<file path="src/rtl/sid_regs.sv">
// -----------------------------------------------------------------------------
// sid_regs -- SID-style register file behind an SPI front end.
//
// Holds the three voice register banks (frequency, pulse width, control,
// attack/decay, sustain/release) plus the filter/volume registers. It drives
// every configuration field straight from its storage flops, and it serves a
// registered read port. It also emits one-cycle gate rise/fall pulses per voice.
//
// Ports:
//   clk_i        system clock
//   rst_i        synchronous active-high reset
//   reg_addr_i   7-bit register address
//   reg_wdata_i  write data
//   reg_we_i     write enable (may be held high; repeated writes are harmless)
//   reg_rdata_o  registered read data for the address sampled at the last edge
//   osc3_i       voice 3 oscillator upper byte, readable at 0x1B
//   env3_i       voice 3 envelope value, readable at 0x1C
//   freq_o       voice n frequency at [16n+15:16n]
//   pw_o         voice n pulse width at [12n+11:12n]
//   ctrl_o       voice n control byte at [8n+7:8n]
//   ad_o         voice n attack/decay byte
//   sr_o         voice n sustain/release byte
//   fc_o         filter cutoff {FC_HI, FC_LO[2:0]}
//   res_filt_o   resonance / filter routing
//   mode_vol_o   filter mode / volume
//   gate_rise_o  one-cycle pulse per voice when gate goes 0->1
//   gate_fall_o  one-cycle pulse per voice when gate goes 1->0
// -----------------------------------------------------------------------------
module sid_regs #(
  parameter int NUM_VOICES = 3
) (
  input  logic                      clk_i,
  input  logic                      rst_i,
  input  logic [6:0]                reg_addr_i,
  input  logic [7:0]                reg_wdata_i,
  input  logic                      reg_we_i,
  output logic [7:0]                reg_rdata_o,
  input  logic [7:0]                osc3_i,
  input  logic [7:0]                env3_i,
  output logic [16*NUM_VOICES-1:0]  freq_o,
  output logic [12*NUM_VOICES-1:0]  pw_o,
  output logic [8*NUM_VOICES-1:0]   ctrl_o,
  output logic [8*NUM_VOICES-1:0]   ad_o,
  output logic [8*NUM_VOICES-1:0]   sr_o,
  output logic [10:0]               fc_o,
  output logic [7:0]                res_filt_o,
  output logic [7:0]                mode_vol_o,
  output logic [NUM_VOICES-1:0]     gate_rise_o,
  output logic [NUM_VOICES-1:0]     gate_fall_o
);

  logic [7:0]            w_vdata [NUM_VOICES];
  logic [NUM_VOICES-1:0] w_gate;
  logic [7:0]            w_rdata;

  logic [2:0]            r_fc_lo;
  logic [7:0]            r_fc_hi;
  logic [7:0]            r_res_filt;
  logic [7:0]            r_mode_vol;
  logic [7:0]            r_rdata;
  logic [NUM_VOICES-1:0] r_gate_prev;
  logic [NUM_VOICES-1:0] r_gate_rise;
  logic [NUM_VOICES-1:0] r_gate_fall;

  genvar gi;
  generate
    for (gi = 0; gi < NUM_VOICES; gi++) begin : g_voice
      localparam logic [6:0] BASE = 7'(7 * gi);

      logic [7:0] r_freq_lo;
      logic [7:0] r_freq_hi;
      logic [7:0] r_pw_lo;
      logic [3:0] r_pw_hi;
      logic [7:0] r_ctrl;
      logic [7:0] r_ad;
      logic [7:0] r_sr;
      logic [7:0] w_rd;

      // Byte-wide registers, no shadowing: a LO write is visible immediately.
      always_ff @(posedge clk_i) begin
        if (rst_i) begin
          r_freq_lo <= 8'h00;
          r_freq_hi <= 8'h00;
          r_pw_lo   <= 8'h00;
          r_pw_hi   <= 4'h0;
          r_ctrl    <= 8'h00;
          r_ad      <= 8'h00;
          r_sr      <= 8'h00;
        end else if (reg_we_i) begin
          case (reg_addr_i)
            BASE:         r_freq_lo <= reg_wdata_i;
            BASE + 7'd1:  r_freq_hi <= reg_wdata_i;
            BASE + 7'd2:  r_pw_lo   <= reg_wdata_i;
            BASE + 7'd3:  r_pw_hi   <= reg_wdata_i[3:0];
            BASE + 7'd4:  r_ctrl    <= reg_wdata_i;
            BASE + 7'd5:  r_ad      <= reg_wdata_i;
            BASE + 7'd6:  r_sr      <= reg_wdata_i;
            default: ;
          endcase
        end
      end

      // Read contribution of this voice; zero when the address is not ours,
      // so the voices can simply be OR-ed together.
      always_comb begin
        w_rd = 8'h00;
        case (reg_addr_i)
          BASE:         w_rd = r_freq_lo;
          BASE + 7'd1:  w_rd = r_freq_hi;
          BASE + 7'd2:  w_rd = r_pw_lo;
          BASE + 7'd3:  w_rd = {4'h0, r_pw_hi};
          BASE + 7'd4:  w_rd = r_ctrl;
          BASE + 7'd5:  w_rd = r_ad;
          BASE + 7'd6:  w_rd = r_sr;
          default:      w_rd = 8'h00;
        endcase
      end

      assign w_vdata[gi]          = w_rd;
      assign w_gate[gi]           = r_ctrl[0];
      assign freq_o[16*gi +: 16]  = {r_freq_hi, r_freq_lo};
      assign pw_o[12*gi +: 12]    = {r_pw_hi, r_pw_lo};
      assign ctrl_o[8*gi +: 8]    = r_ctrl;
      assign ad_o[8*gi +: 8]      = r_ad;
      assign sr_o[8*gi +: 8]      = r_sr;
    end
  endgenerate

  // Filter / volume registers.
  always_ff @(posedge clk_i) begin
    if (rst_i) begin
      r_fc_lo    <= 3'h0;
      r_fc_hi    <= 8'h00;
      r_res_filt <= 8'h00;
      r_mode_vol <= 8'h00;
    end else if (reg_we_i) begin
      case (reg_addr_i)
        7'h15:   r_fc_lo    <= reg_wdata_i[2:0];
        7'h16:   r_fc_hi    <= reg_wdata_i;
        7'h17:   r_res_filt <= reg_wdata_i;
        7'h18:   r_mode_vol <= reg_wdata_i;
        default: ;
      endcase
    end
  end

  // Read mux. It reads the storage before this edge's write lands, so a
  // same-cycle read/write of one address returns the old value.
  always_comb begin
    w_rdata = 8'h00;
    for (int n = 0; n < NUM_VOICES; n++) begin
      w_rdata = w_rdata | w_vdata[n];
    end
    case (reg_addr_i)
      7'h15:   w_rdata = {5'h00, r_fc_lo};
      7'h16:   w_rdata = r_fc_hi;
      7'h17:   w_rdata = r_res_filt;
      7'h18:   w_rdata = r_mode_vol;
      7'h1B:   w_rdata = osc3_i;
      7'h1C:   w_rdata = env3_i;
      default: ;
    endcase
  end

  // Gate edge detect against the gate value one cycle earlier. A CTRL write
  // committed at edge k therefore pulses after edge k+1. Consecutive toggles
  // give consecutive pulses, and a write right after reset can only pulse
  // on the following cycle.
  always_ff @(posedge clk_i) begin
    if (rst_i) begin
      r_rdata     <= 8'h00;
      r_gate_prev <= '0;
      r_gate_rise <= '0;
      r_gate_fall <= '0;
    end else begin
      r_rdata     <= w_rdata;
      r_gate_prev <= w_gate;
      r_gate_rise <= w_gate & ~r_gate_prev;
      r_gate_fall <= ~w_gate & r_gate_prev;
    end
  end

  assign reg_rdata_o = r_rdata;
  assign fc_o        = {r_fc_hi, r_fc_lo};
  assign res_filt_o  = r_res_filt;
  assign mode_vol_o  = r_mode_vol;
  assign gate_rise_o = r_gate_rise;
  assign gate_fall_o = r_gate_fall;

endmodule

</file>
<file path="config.mk">
export PLATFORM = sky130hd
export DESIGN_NAME = sid_regs
export DESIGN_NICKNAME = d
export VERILOG_FILES = /design/src/rtl/sid_regs.sv
export SDC_FILE = /design/constraint.sdc
export NUM_CORES = 1
export LEC_CHECK = 0
export BUFFER_PORTS_ARGS = -buffer_cell sky130_fd_sc_hd__buf_4
export CAP_MARGIN = 40
export CORE_MARGIN = 3
export CORE_UTILIZATION = 25
export DETAILED_ROUTE_END_ITERATION = 12
export MAX_ROUTING_LAYER = met4
export PLACE_DENSITY = 0.55
export SYNTH_ARGS = -nofsm -noshare
export SYNTH_HDL_FRONTEND = slang
export SYNTH_SLANG_ARGS = --single-unit
</file>
<file path="constraint.sdc">
create_clock -name clk_i -period 4.05 [get_ports clk_i]
set_clock_uncertainty 0.1 [all_clocks]
set_input_delay 0.405 -clock clk_i [delete_from_list [all_inputs] [get_ports clk_i]]
set_output_delay 0.405 -clock clk_i [all_outputs]
set_load 0.01 [all_outputs]
</file>
==> impl_metrics.py, run 1 <==
metrics = {
    "run_status": {
        "status": "completed",
    },
    "die": {
        "initial_utilization_pct": 25.4,
        "die_h_um": 199,
        "rows": 70,
        "die-area_um2": 39700,
        "core_area_um2": 36700,
        "die_width_um": 199,
        "io_pins": 231,
    },
    "logic_synthesis": {
        "synth_area_per_cell_um2": 8.51,
        "syn_inst": 1096,
        "ys_warn_count": 0,
        "netlist_area_um2": 9330,
        "yosysUniqueCellTypes": 77,
        "synth_edf_count": 0,
        "ys_seq_area_share_pct": 42.9,
        "ys_ff_latch": 200,
        "synth_nets": 1130,
        "async_flop_share_pct": 0,
        "synthFlopType": "dfxtp_1",
    },
    "global_route": {
        "grt_pass1_vias": 8640,
        "antenna_found_initial": 0,
        "grt_overflow": 0,
        "grt_pass1_wl_mm": 61.7,
        "grt_max_degree": 97,
        "grt.total_usage_pct": 22.0,
    },
    "drt": {
        "drt_iter0_drc": 876,
        "drtPass1Iterations": 6,
        "ant_nets": 0,
        "drc": 0,
        "vias": 9307,
        "viasPerCell": 5.32,
        "wl_per_cell_um": 25.2,
        "routed_wl_mm": 44.1,
    },
    "sta": {
        "holdWs_ns": 0.162,
        "timing.final.crit_period_ns": 2.46,
        "slew_viol_final": 0,
        "postLayoutSetupSlackWorst_ns": 1.59,
        "timing.fmax_ghz": 0.406,
        "fin_setup_tns_ns": 0,
        "tightest_slew_ns": 0.823,
        "rsz0062_at_grt": "no",
        "setup_viol": 0,
        "report.final.hold_viol_count": 0,
        "period_share_pct": 60.8,
        "relSlewSlack_pct": 44.7,
    },
    "pwr": {
        "p_sw_share_pct": 28.1,
        "pwr-share-seq_pct": 49.1,
        "vdd_drop_max_v": 0.000280,
        "power_frac_comb_pct": 7.5,
        "netSwitchingPower_mw": 1.13,
        "power_mw": 4.03,
        "p_leak_nw": 4.74,
        "p_per_area_nw_per_um2": 337,
        "p_clk_share_pct": 43.4,
        "internal_power_mw": 2.90,
    },
    "clock_tree": {
        "hold_buffers": 0,
        "cts_tree": "yes",
        "ctsRootBufferMaster": "clkbuf_16",
        "clock_latency_ns": 0.47,
        "clkTransAtPathRegs_ns": 0.10,
        "cts_made_buffers": 17,
        "cts-htree-levels": 4,
        "cts_setup_buffers": 0,
        "ctsLongestPathBuffers": 2,
        "cts_resized": 0,
        "cts.sinks": 200,
    },
    "cells_and_area": {
        "final_common_cell": "buf_4",
        "drive_gt1_share_pct": 25.8,
        "nFillCells": 3862,
        "finish.utilization_pct": 32.6,
        "syn2layout_area_growth_pct": 28.1,
        "mostFrequentLayoutCells": "buf_4, dfxtp_1, nand2_1",
        "fin_cells": 1749,
        "finish.instance_area_um2": 12000,
        "finalNetCount": 1302,
        "multi_input_area_um2": 4870,
        "layout.area.seq_um2": 4000,
        "insertedDiodeCount": 0,
    },
    "placed_design": {
        "dp_slack_ns": 1.18,
        "dpl.hpwl_mm": 32.5,
        "dp.cells": 1717,
        "globalplace.congestion": 0.965,
        "io_buffers": 230,
        "placed_area_um2": 11400,
    },
    "min_path": {
        "hold_path.class": "in2reg",
        "whs_endpoint": "g_voice[1].r_freq_hi[5]",
        "hold_start": "rst_i",
        "hold_depth": 2,
    },
    "setup_path": {
        "path_class": "in2reg",
        "r2r_start": "g_voice[0].r_freq_hi[1]",
        "critPathCaptureType": "flip-flop",
        "cp_max_fo": 33,
        "arrival_ns": 2.70,
        "reg2reg_to": "reg_rdata_o[1]",
        "crit_start": "reg_addr_i[3]",
        "required_ns": 4.29,
        "cp-start-kind": "input port",
        "ff2ff_setup_slack_ns": 2.04,
        "r2r_cells": 5,
    },
    "run": {
        "max_cap_violations": 0,
    },
}
cell families (layout without fill, tap and decap cells):
logic type / Yosys count / in the layout / synth area share, %
muxes: 107 / 107 / 12.1
AOI/OAI and AO/OA: 280 / 280 / 18.0
buffers and inverters: 97 / 282 / 4.83
and+or+nand+nor: 412 / 412 / 22.1
DFF: 200 / 200 / 42.9
per-layer routing:
layer	wire length, um	global-route usage, %	part of all wire, %	up-vias
met2	19900	33.1	45	446
met1	19100	29.1	43	4525
met4	1630	8.41	3.7	0
met5	0	-	0	-
li1	-	-	-	4255
met3	3540	4.77	8.0	81
power by group through the flow:
stage,Combinational [mW],Clock (mW),Sequential (mW)
2_1_floorplan,0.169,0,2.03
3_3_place_gp,0.294,0,2.03
3_5_place_dp,0.298,0,2.03
4_1_cts,0.299,1.78,1.98
5_1_grt,0.315,1.85,1.98
6_report,0.303,1.75,1.98
registers in the layout, indices dropped and copies added, names as in the netlist:
name               flops
r_gate_prev            3
gate_rise_o            3
g_voice.r_sr          24
r_fc_lo                3
g_voice.r_freq_hi     24
r_fc_hi                8
mode_vol_o             8
g_voice.r_pw_lo       24
res_filt_o             8
gate_fall_o            3
g_voice.r_freq_lo     24
g_voice.r_ctrl        24
g_voice.r_ad          24
reg_rdata_o            8
g_voice.r_pw_hi       12
cells in the mapped netlist, types with 5 or more instances:
master / number / area, um^2
clkbuf_1: 55 / 206
nand3_1: 44 / 220
and3_1: 16 / 100
and2_1: 5 / 31.3
mux2i_1: 88 / 881
buf_2: 27 / 135
buf_4: 6 / 45.0
nor2_2: 5 / 31.3
o22a_1: 5 / 43.8
a31oi_1: 9 / 56.3
a41oi_1: 5 / 43.8
nor2_1: 86 / 323
dfxtp_1: 200 / 4000
nand4_1: 13 / 81.3
o21ai_0: 71 / 355
nor2b_1: 12 / 75.1
mux2_2: 16 / 180
a22oi_1: 9 / 67.6
a21oi_1: 126 / 631
a32oi_1: 6 / 52.6
nand3b_1: 5 / 37.5
nand3_2: 5 / 50.1
nand2_1: 178 / 668
worst max-delay path: stages:
cell	delay, ns
buf_4	0.40
nor4b_4	0.28
buf_4	0.19
and2_1	0.61
a22oi_1	0.17
o22a_1	0.27
a41oi_1	0.34
final cells by class:
class / count / share of cell area [%]
inverter: 3 / 0.0942
timing repair buffer: 247 / 15.8
clock inverter: 14 / 1.25
sequential: 200 / 33.5
tap: 468 / 4.90
clock buffer: 18 / 3.67
multi-input combinational: 799 / 40.8
how the worst max path moves through the flow:
stage / endpoint / slack [ns] / cells after the start
3_5_place_dp: g_voice[0].r_freq_hi[1] / 1.18 / 7
5_1_grt: g_voice[0].r_freq_hi[4] / 1.49 / 7
3_3_place_gp: g_voice[1].r_sr[0] / 0.69 / 6
2_1_floorplan: g_voice[2].r_sr[0] / 2.04 / 7
4_1_cts: g_voice[0].r_freq_hi[1] / 1.63 / 7
6_report: reg_rdata_o[1] / 1.59 / 7
(Power assumes the default switching activity.)
==> inputs of run 2 (changes only) <==
==> constraint.sdc (replaced) <==
create_clock -name clk_i -period 2.35 [get_ports clk_i]
set_clock_uncertainty 0.1 [all_clocks]
set_input_delay 0.235 -clock clk_i [delete_from_list [all_inputs] [get_ports clk_i]]
set_output_delay 0.235 -clock clk_i [all_outputs]
set_load 0.01 [all_outputs]
==> impl_metrics.py, run 2 (synthesized netlist as in run 1, its figures left out) <==
metrics = {
    "sta": {
        "holdWs_ns": 0.100,
        "tightest_slew_ns": 0.701,
        "period_share_pct": 81.2,
        "timing.final.crit_period_ns": 1.91,
        "timing.fmax_ghz": 0.524,
        "slew_viol_final": 0,
        "postLayoutSetupSlackWorst_ns": 0.441,
        "setup_viol": 0,
        "relSlewSlack_pct": 52.9,
        "rsz0062_at_grt": "no",
        "fin_setup_tns_ns": 0,
        "report.final.hold_viol_count": 0,
    },
    "cells_and_area": {
        "syn2layout_area_growth_pct": 33.9,
        "drive_gt1_share_pct": 29.3,
        "finish.utilization_pct": 34.0,
        "final_common_cell": "buf_4",
        "mostFrequentLayoutCells": "buf_4, dfxtp_1, nand2_1",
        "finalNetCount": 1364,
        "fin_cells": 1811,
        "finish.instance_area_um2": 12500,
        "insertedDiodeCount": 0,
        "nFillCells": 3838,
    },
    "clock_tree": {
        "cts_made_buffers": 17,
        "hold_buffers": 0,
        "ctsRootBufferMaster": "clkbuf_16",
        "clock_latency_ns": 0.46,
        "cts_setup_buffers": 0,
        "cts_tree": "yes",
        "cts.sinks": 200,
        "cts_resized": 0,
        "cts-htree-levels": 4,
        "clkTransAtPathRegs_ns": 0.09,
        "ctsLongestPathBuffers": 2,
    },
    "global_route": {
        "grt_max_degree": 56,
        "antenna_found_initial": 0,
        "grt_overflow": 0,
        "grt_pass1_wl_mm": 66.0,
        "grt_pass1_vias": 9207,
        "grt.total_usage_pct": 23.4,
    },
    "setup_path": {
        "required_ns": 2.62,
        "arrival_ns": 2.18,
        "path_class": "in2reg",
        "cp_max_fo": 10,
        "cp-start-kind": "input port",
        "critPathCaptureType": "flip-flop",
    },
    "placed_design": {
        "globalplace.congestion": 0.960,
        "dpl.hpwl_mm": 34.5,
        "io_buffers": 230,
        "dp.cells": 1779,
        "placed_area_um2": 11900,
        "dp_slack_ns": 0.0503,
    },
    "pwr": {
        "vdd_drop_max_v": 0.000531,
        "p_leak_nw": 5.07,
        "power_mw": 7.18,
        "p_per_area_nw_per_um2": 575,
    },
    "die": {
        "io_pins": 231,
        "core_area_um2": 36700,
        "initial_utilization_pct": 25.4,
        "die_h_um": 199,
        "die-area_um2": 39700,
        "rows": 70,
        "die_width_um": 199,
    },
    "drt": {
        "routed_wl_mm": 46.1,
        "vias": 9570,
        "drt_iter0_drc": 894,
        "drtPass1Iterations": 7,
        "wl_per_cell_um": 25.5,
        "viasPerCell": 5.28,
        "ant_nets": 0,
        "drc": 0,
    },
    "run": {
        "max_cap_violations": 0,
    },
    "min_path": {
        "hold_path.class": "in2reg",
    },
    "run_status": {
        "status": "completed",
    },
}
==> run 2: area by class of cell <==
cell class,instances,area (um^2),share of cell area [%]
Multi-Input combinational cell,799,4870,39.0
Sequential cell,200,4000,32.1
Clock inverter,15,179,1.43
Inverter,3,11.3,0.0902
Clock buffer,17,425,3.41
Timing Repair Buffer,309,2410,19.3
Tap cell,468,586,4.69
==> run 2: path summary, 6_finish.rpt <==
check | startpoint | end | slack [ns] | depth (start not counted)
setup / recovery | reg_addr_i[4] | reg_rdata_o[4] | 0.44 | 8
hold / removal | reg_wdata_i[5] | g_voice[2].r_pw_lo[5] | 0.10 | 3
setup reg to reg | g_voice[0].r_freq_hi[1] | reg_rdata_o[1] | 0.50 | 5
hold reg to reg | r_gate_prev[2] | gate_rise_o[2] | 0.31 | 1
==> run 2: where the power goes <==
group	internal [mW]	leakage, nW	total (mW)	switching, mW
Sequential	3.40	1.61	3.41	0.0155
Combinational	0.187	3.17	0.595	0.408
Clock	1.62	0.292	3.17	1.55
Total	5.20	5.07	7.18	1.97
==> run 2: critical path, stage by stage <==
cell	delay, ns
buf_4	0.18
buf_4	0.21
nor4b_4	0.37
nor3b_2	0.24
buf_4	0.19
a221oi_1	0.10
a21oi_1	0.38
o41a_1	0.27
==> run 2: layer usage <==
layer  GRT usage (%)  vias up  routed length (um)
met5               -        -                   0
met4            5.96        0                 881
met3            3.46       48                2940
met2            36.4      403               21300
met1            32.1     4751               20900
li1                -     4368                   -
